==> src/rtl/updn_cnt_mod_load.sv <==
// updn_cnt_mod_load
//   Up/down modulo counter with a run-time programmable terminal value,
//   wrap or saturate behaviour at the ends, a clamped parallel load and
//   combinational carry/borrow outputs for cascading stages.
//
// Ports
//   i_clk        rising-edge clock
//   i_rst        synchronous active-high reset
//   i_ce         count enable (one step per cycle)
//   i_dir        1 = up, 0 = down
//   i_sat        0 = wrap at the ends, 1 = hold at the ends
//   i_load       parallel load of i_ld_data (clamped to the terminal value)
//   i_ld_data    load value
//   i_top_we     write a new terminal value
//   i_top_data   new terminal value (modulus - 1)
//   i_wrap_clr   clear the sticky wrapped flag
//   o_q          counter value (registered)
//   o_top        current terminal value (registered)
//   o_co         carry: stepping up from top this cycle (combinational)
//   o_bo         borrow: stepping down from 0 this cycle (combinational)
//   o_wrapped    sticky wrap-around flag (registered)
module updn_cnt_mod_load #(
  parameter int W      = 8,
  parameter int MODULO = 10
) (
  input  logic         i_clk,
  input  logic         i_rst,
  input  logic         i_ce,
  input  logic         i_dir,
  input  logic         i_sat,
  input  logic         i_load,
  input  logic [W-1:0] i_ld_data,
  input  logic         i_top_we,
  input  logic [W-1:0] i_top_data,
  input  logic         i_wrap_clr,
  output logic [W-1:0] o_q,
  output logic [W-1:0] o_top,
  output logic         o_co,
  output logic         o_bo,
  output logic         o_wrapped
);

  // MODULO may equal 2^W, so truncate after the subtraction.
  localparam logic [W-1:0] TOP_RST = W'(MODULO - 1);

  logic [W-1:0] r_q, r_top;
  logic         r_wrapped;

  logic [W-1:0] w_term;     // terminal value in force this cycle
  logic [W-1:0] w_ld_clamp;
  logic [W-1:0] w_q_clamp;  // current q clamped to a newly written top
  logic         w_step;     // a count step is allowed this cycle
  logic         w_at_top, w_at_zero;

  assign w_term     = i_top_we ? i_top_data : r_top;
  assign w_ld_clamp = (i_ld_data > w_term) ? w_term : i_ld_data;
  assign w_q_clamp  = (r_q > i_top_data) ? i_top_data : r_q;
  assign w_at_top   = (r_q == r_top);
  assign w_at_zero  = (r_q == '0);
  assign w_step     = i_ce & ~i_rst & ~i_load & ~i_top_we;

  // Carry/borrow depend only on registered state and control inputs, so a
  // cascaded stage sees them in the same cycle and steps on the same edge.
  assign o_co = w_step &  i_dir & w_at_top;
  assign o_bo = w_step & ~i_dir & w_at_zero;

  always_ff @(posedge i_clk) begin
    if (i_rst) begin
      r_q       <= '0;
      r_top     <= TOP_RST;
      r_wrapped <= 1'b0;
    end else begin
      if (i_top_we)
        r_top <= i_top_data;

      if (i_load)
        r_q <= w_ld_clamp;
      else if (i_top_we)
        r_q <= w_q_clamp;
      else if (i_ce) begin
        if (i_dir) begin
          if (!w_at_top)   r_q <= r_q + 1'b1;
          else if (!i_sat) r_q <= '0;
        end else begin
          if (!w_at_zero)  r_q <= r_q - 1'b1;
          else if (!i_sat) r_q <= r_top;
        end
      end

      // Set beats clear when both happen in the same cycle.
      if (!i_sat && (o_co || o_bo))
        r_wrapped <= 1'b1;
      else if (i_wrap_clr)
        r_wrapped <= 1'b0;
    end
  end

  assign o_q       = r_q;
  assign o_top     = r_top;
  assign o_wrapped = r_wrapped;

endmodule

==> config.mk <==
export PLATFORM = sky130hd
export DESIGN_NAME = updn_cnt_mod_load
export DESIGN_NICKNAME = d
export VERILOG_FILES = /design/src/rtl/updn_cnt_mod_load.sv
export SDC_FILE = /design/constraint.sdc
export NUM_CORES = 1
export LEC_CHECK = 0
export CAP_MARGIN = 25
export CORE_MARGIN = 8
export CORE_UTILIZATION = 54
export CTS_CLUSTER_SIZE = 24
export DETAILED_ROUTE_END_ITERATION = 6
export HOLD_SLACK_MARGIN = 0.1
export PLACE_DENSITY = 0.85
export SYNTH_ARGS = -nofsm -noshare
export SYNTH_HDL_FRONTEND = slang
export SYNTH_SLANG_ARGS = --single-unit
==> constraint.sdc <==
create_clock -name i_clk -period 5.2 [get_ports i_clk]
set_clock_uncertainty 0.05 [all_clocks]
set_input_delay 1.04 -clock i_clk [delete_from_list [all_inputs] [get_ports i_clk]]
set_output_delay 1.04 -clock i_clk [all_outputs]
set_load 0.005 [all_outputs]
-- Yosys cells after proc, flatten, opt, wreduce, memory -nomap -nowiden
Cells that the tools add are included.
- bits in registers: 17
- memory bits (read-only): 0
- logic and storage cells: 42
- memories kept: 0
- output and inout port bits: 19
- input bits: 24
- memory bits (writable): 0
- bits in latches: 0
- add/subtract/negate cells: 2
- shift-type cells: 0
- divide/modulo/power cells: 0
- $mul: 0
- muxes and demuxes: 13
- magnitude comparators: 2
- bitwise gates (word level): 11
- eq/ne operators: 4
- reduce and logical (&&, ||, !) cells: 7
- operators with widths (operator ; count):
    8-bit 2-to-1 mux ; 11
    8-bit greater-than comparator ; 2
    5-bit != test (second input constant) ; 2
    8-bit by 1-bit adder with 8-bit output (second input constant) ; 1
    8-bit equality test ; 1
    8-bit logical NOT ; 1
    8-bit by 1-bit subtractor with 8-bit output (second input constant) ; 1
    1-bit bitwise AND ; 7
    1-bit NOT ; 4
    4-bit AND reduction ; 1
    3-bit by 2-bit != test with 1-bit output (second input constant) ; 1
    3-bit nonzero test ; 1
    1-bit 2-to-1 mux ; 2
    2-bit nonzero test ; 1
    1-bit logical AND ; 1
    1-bit logical NOT ; 1
    1-bit logical OR ; 1

-- Longest topological paths before layout
- word-level depth: 9
- mapped depth: 12
- gate-level depth less buffers: 9

-- Worst setup path before layout
No wires, ideal clock.
- kind: input -> register
- start: input port i_top_we
- end: register r_q[1], in the netlist o_q[1]
- buffers on the path: 3
- slack: 1.513 ns
- library setup time: 0.088 ns
- cell stages on the path: 12
- data arrival time: 3.548 ns
- cells stage by stage: clkbuf_1 -> buf_2 -> mux2i_1 -> inv_1 -> ha_1 -> nand4_1 -> or3b_2 -> a21oi_1 -> or2_2 -> buf_4 -> a221oi_1 -> a311oi_2
- longest elaborated chain between the ends: 4
- elaborated cells on any way between the ends: 10
- those cells by class: order compare (1); eq/ne (3); mux (4); reduce/logical (2)
- RTL lines (item ; RTL line ; RTL):
    from (decl) ; 33 ; input logic i_top_we,
    8-bit 2-to-1 mux ; -- ;
    net w_term[0] ; 49 ; logic [W-1:0] w_term;
    8-bit greater-than comparator ; 56 ; assign w_ld_clamp = (i_ld_data > w_term) ? w_term : i_ld_data;
    8-bit 2-to-1 mux ; 56 ;
    8-bit 2-to-1 mux ; 76 ; if (i_load)
    to (signal assigned) ; 77 ; r_q <= w_ld_clamp;
    to (signal assigned) ; 79 ; r_q <= w_q_clamp;
    to (signal assigned) ; 82 ; if (!w_at_top) r_q <= r_q + 1'b1;
    to (decl) ; 46 ; logic [W-1:0] r_q, r_top;
The timed path passes the listed nets, and every way through them passes these cells.
A chain may end at the register's enable or synchronous reset.

-- Final worst setup path
- start: input port i_top_we
- end: output port o_co
- longest elaborated chain between the ends: 4
- RTL lines (item ; RTL line ; RTL):
    1-bit NOT ; 60 ; assign w_step = i_ce & ~i_rst & ~i_load & ~i_top_we;
    1-bit bitwise AND ; 60 ;
    1-bit bitwise AND (2 in a row) ; 64 ; assign o_co = w_step & i_dir & w_at_top;
    to (decl) ; 38 ; output logic o_co,
Every way passes these cells.

==> flow_summary.ini <==
[clock_tree]
clk_latency_ns = 0.30
ctsHoldBuffers = 0
cts_made_buffers = 3
cts_setup_buffers = 0
clk_pin_slew_worst_paths_ns = 0.11
cts_resized = 0
clockBufferDepth = 2
clock-sinks = 17
cts_root_buf = clkbuf_4
cts_tree = built
htreeDepth = 1

[layout]
drive_above_1_share_pct = 5.364
diodes = 0
multi_input_area_um2 = 1333
nets = 305
fillers = 275
regArea_um2 = 340.3
synthToLayoutAreaGrowth_pct = 22.59

[critical_path]
startpoint_type = input pin
arrival_ns = 3.28
required_ns = 4.11
reg2reg_slack_ns = 2.33
cp_max_fo = 16
reg2reg_to = o_q[1]
worst_setup_path_end_kind = output port
r2r_start = o_q[1]
critPathKind = in2out
r2r_cells = 7

[placement]
io_buffers = 42
gp_congestion = 0.9045
hpwl_um = 4160
place_ws_ns = 0.6932

[grt]
track_usage_pct = 19.20
grt_pass1_vias = 1822
antenna_found_initial = 0
grt_pass1_wl_um = 8452
grt_max_degree = 19
overflow = 0

[route]
routed_wl_um = 5195
routedWlPerCell_um = 16.92
viasPerCell = 6.189
drt_iter0_markers = 117
dr.pass1.iters = 4
vias = 1900
drc = 0
ant_nets = 0

[pwr]
pwr-share-clk_pct = 15.5
switching_power_uw = 198.6
p_int_uw = 292.6
p_comb_share_pct = 47.8
peakVddDrop_uv = 121.3
power.density_nw_per_um2 = 219.2
p_leak_nw = 0.8545
swShare_pct = 40.43
seqPwrFrac_pct = 36.7

[timing]
relSlewSlack_pct = 49.89
setup_viol = 0
worst_slew_pin_slew_ns = 0.7493
finalMaxSlewViolations = 0
post-route-min-period_ns = 4.374
hold_viol = 0
fin_ws_ns = 0.8262
rsz0062_at_grt = no
fin_tns_setup_ns = 0
finalCritPeriodShare_pct = 84.11
fmax_mhz = 228.6

[logic_synthesis]
synth_edf_count = 0
ys_warn_count = 0
synth.distinct_cells = 44
syn_inst = 231
ys_seq_area_share_pct = 18.62
syn_nets = 274
synth-seq-cells = 17
syn_area_um2 = 1828
synthFlopType = dfxtp_1
async_reset_ff_share_pct = 0
synth.avg_cell_area_um2 = 7.913

[floorplan]
io-pin-count = 43
die_area_um2 = 5503
start_util_pct = 55.66
num_rows = 21
die_x_um = 74.18
die_h_um = 74.18
core_area_um2 = 3284

[worst_hold_path]
min_from = o_wrapped
holdPathEnd = o_wrapped
worst_hold_path_type = reg2reg
min_path_cells = 2

[run_status]
status = completed

[flow_run]
max-cap-violations = 0
## cell usage after synthesis (all sizes together) (2+ instances only)
master / n / area [um^2]
or2: 3 / 18.77
nor2: 18 / 75.07
o21ai: 10 / 50.05
or4: 2 / 22.52
nor4: 2 / 12.51
o211ai: 8 / 60.06
dfxtp: 17 / 340.3
clkbuf: 5 / 18.77
nand3b: 2 / 15.01
nand2b: 5 / 31.28
ha: 19 / 237.7
a221oi: 6 / 52.55
a211oi: 4 / 30.03
nor2b: 5 / 31.28
xor2: 3 / 26.28
nand4: 6 / 37.54
xnor2: 14 / 122.6
o31ai: 2 / 15.01
a21oi: 19 / 95.09
nand3: 6 / 30.03
nand2: 9 / 33.78
inv: 15 / 56.30
mux2i: 10 / 100.1
a311oi: 8 / 76.32
nor3: 7 / 35.03
buf: 12 / 80.07
## flip-flops by register name (all words and copies together), names as in the netlist
| name | count |
|---|---|
| o_q | 8 |
| o_top | 8 |
| o_wrapped | 1 |
## critical path, cell delays in order
cell             delay (ns)
clkdlybuf4s50_1        0.80
nor2_1                 0.46
nand3b_1               0.17
nor4_1                 0.28
clkdlybuf4s50_1        0.54
## power groups by stage
stage / Clock (mW) / Combinational, mW / Sequential, mW
after floorplan: 0 / 0.183 / 0.158
after global placement: 0 / 0.227 / 0.181
after detailed placement: 0 / 0.232 / 0.182
after CTS: 0.0768 / 0.233 / 0.179
after global routing: 0.0813 / 0.261 / 0.182
final: 0.0761 / 0.235 / 0.180
## per-stage QoR
step | total power, mW | cells | util [%] | hold slack, ns | area (um^2)
after CTS | 0.4887 | 307 | 68.23 | 0.4255 | 2241
after floorplan | 0.3411 | 231 | - | 0.4116 | 1828
after global routing | 0.5243 | 307 | 68.23 | 0.4908 | 2241
final | 0.4912 | 307 | 68.23 | 0.4235 | 2241
after detailed placement | 0.4142 | 303 | 67.43 | 0.4106 | 2215
after global placement | 0.4080 | 303 | 67.43 | 0.4076 | 2215
## placed cells by master (no fill, tap or decap), types with 3 or more instances in the layout
| cell | instances |
|---|---|
| xnor2_1 | 14 |
| clkbuf_4 | 3 |
| clkdlybuf4s50_1 | 42 |
| ha_1 | 19 |
| o211ai_1 | 8 |
| a211oi_1 | 4 |
| a221oi_1 | 6 |
| mux2i_1 | 10 |
| or2_2 | 3 |
| nor2b_1 | 5 |
| nor2_1 | 17 |
| a21oi_1 | 19 |
| a311oi_1 | 7 |
| nand2_1 | 9 |
| inv_1 | 15 |
| nor3_1 | 7 |
| nand2b_1 | 5 |
| o21ai_0 | 10 |
| xor2_1 | 3 |
| nand4_1 | 6 |
| dfxtp_1 | 17 |
| nand3_1 | 6 |
## worst max path at each step
| stage | end | startpoint | slack (ns) | cells past startpoint |
|---|---|---|---|---|
| final | o_co | i_top_we | 0.83 | 5 |
| after floorplan | o_q[1] | i_top_we | 1.51 | 12 |
| after CTS | o_co | i_top_we | 0.81 | 5 |
| after detailed placement | o_q[6] | i_top_we | 0.69 | 9 |
| after global routing | o_co | i_top_we | 0.58 | 5 |
| after global placement | o_q[1] | i_top_we | 0.80 | 9 |
## routing by layer
| layer | part of all wire (%) | track usage [%] | routed length (um) | vias to the layer above |
|---|---|---|---|---|
| met5 | 0 | 0 | 0 | - |
| met4 | 1.1 | 5.765 | 55 | 0 |
| met3 | 6.8 | 2.695 | 354 | 7 |
| met2 | 50 | 33.59 | 2601 | 74 |
| met1 | 42 | 23.47 | 2184 | 899 |
| li1 | - | - | - | 920 |
## logic make-up (layout without fill, tap and decap cells)
group,after synthesis,in the layout,synth area share [%]
adders and majority gates,19,19,13.00
and+or+nand+nor,70,70,20.94
xor gates and xnor gates,17,17,8.145
DFF,17,17,18.62
AOI/OAI and AO/OA,66,66,25.33
muxes,10,10,5.476
buffers and inverters,32,62,8.487
## final cells by class
cell class | count | area share, %
inverter | 15 | 2.513
sequential | 17 | 15.19
multi-input combinational | 182 | 59.46
tap | 46 | 2.568
clock buffer | 4 | 1.173
timing repair buffer | 43 | 19.10
Power figures use the tool's default switching activity.
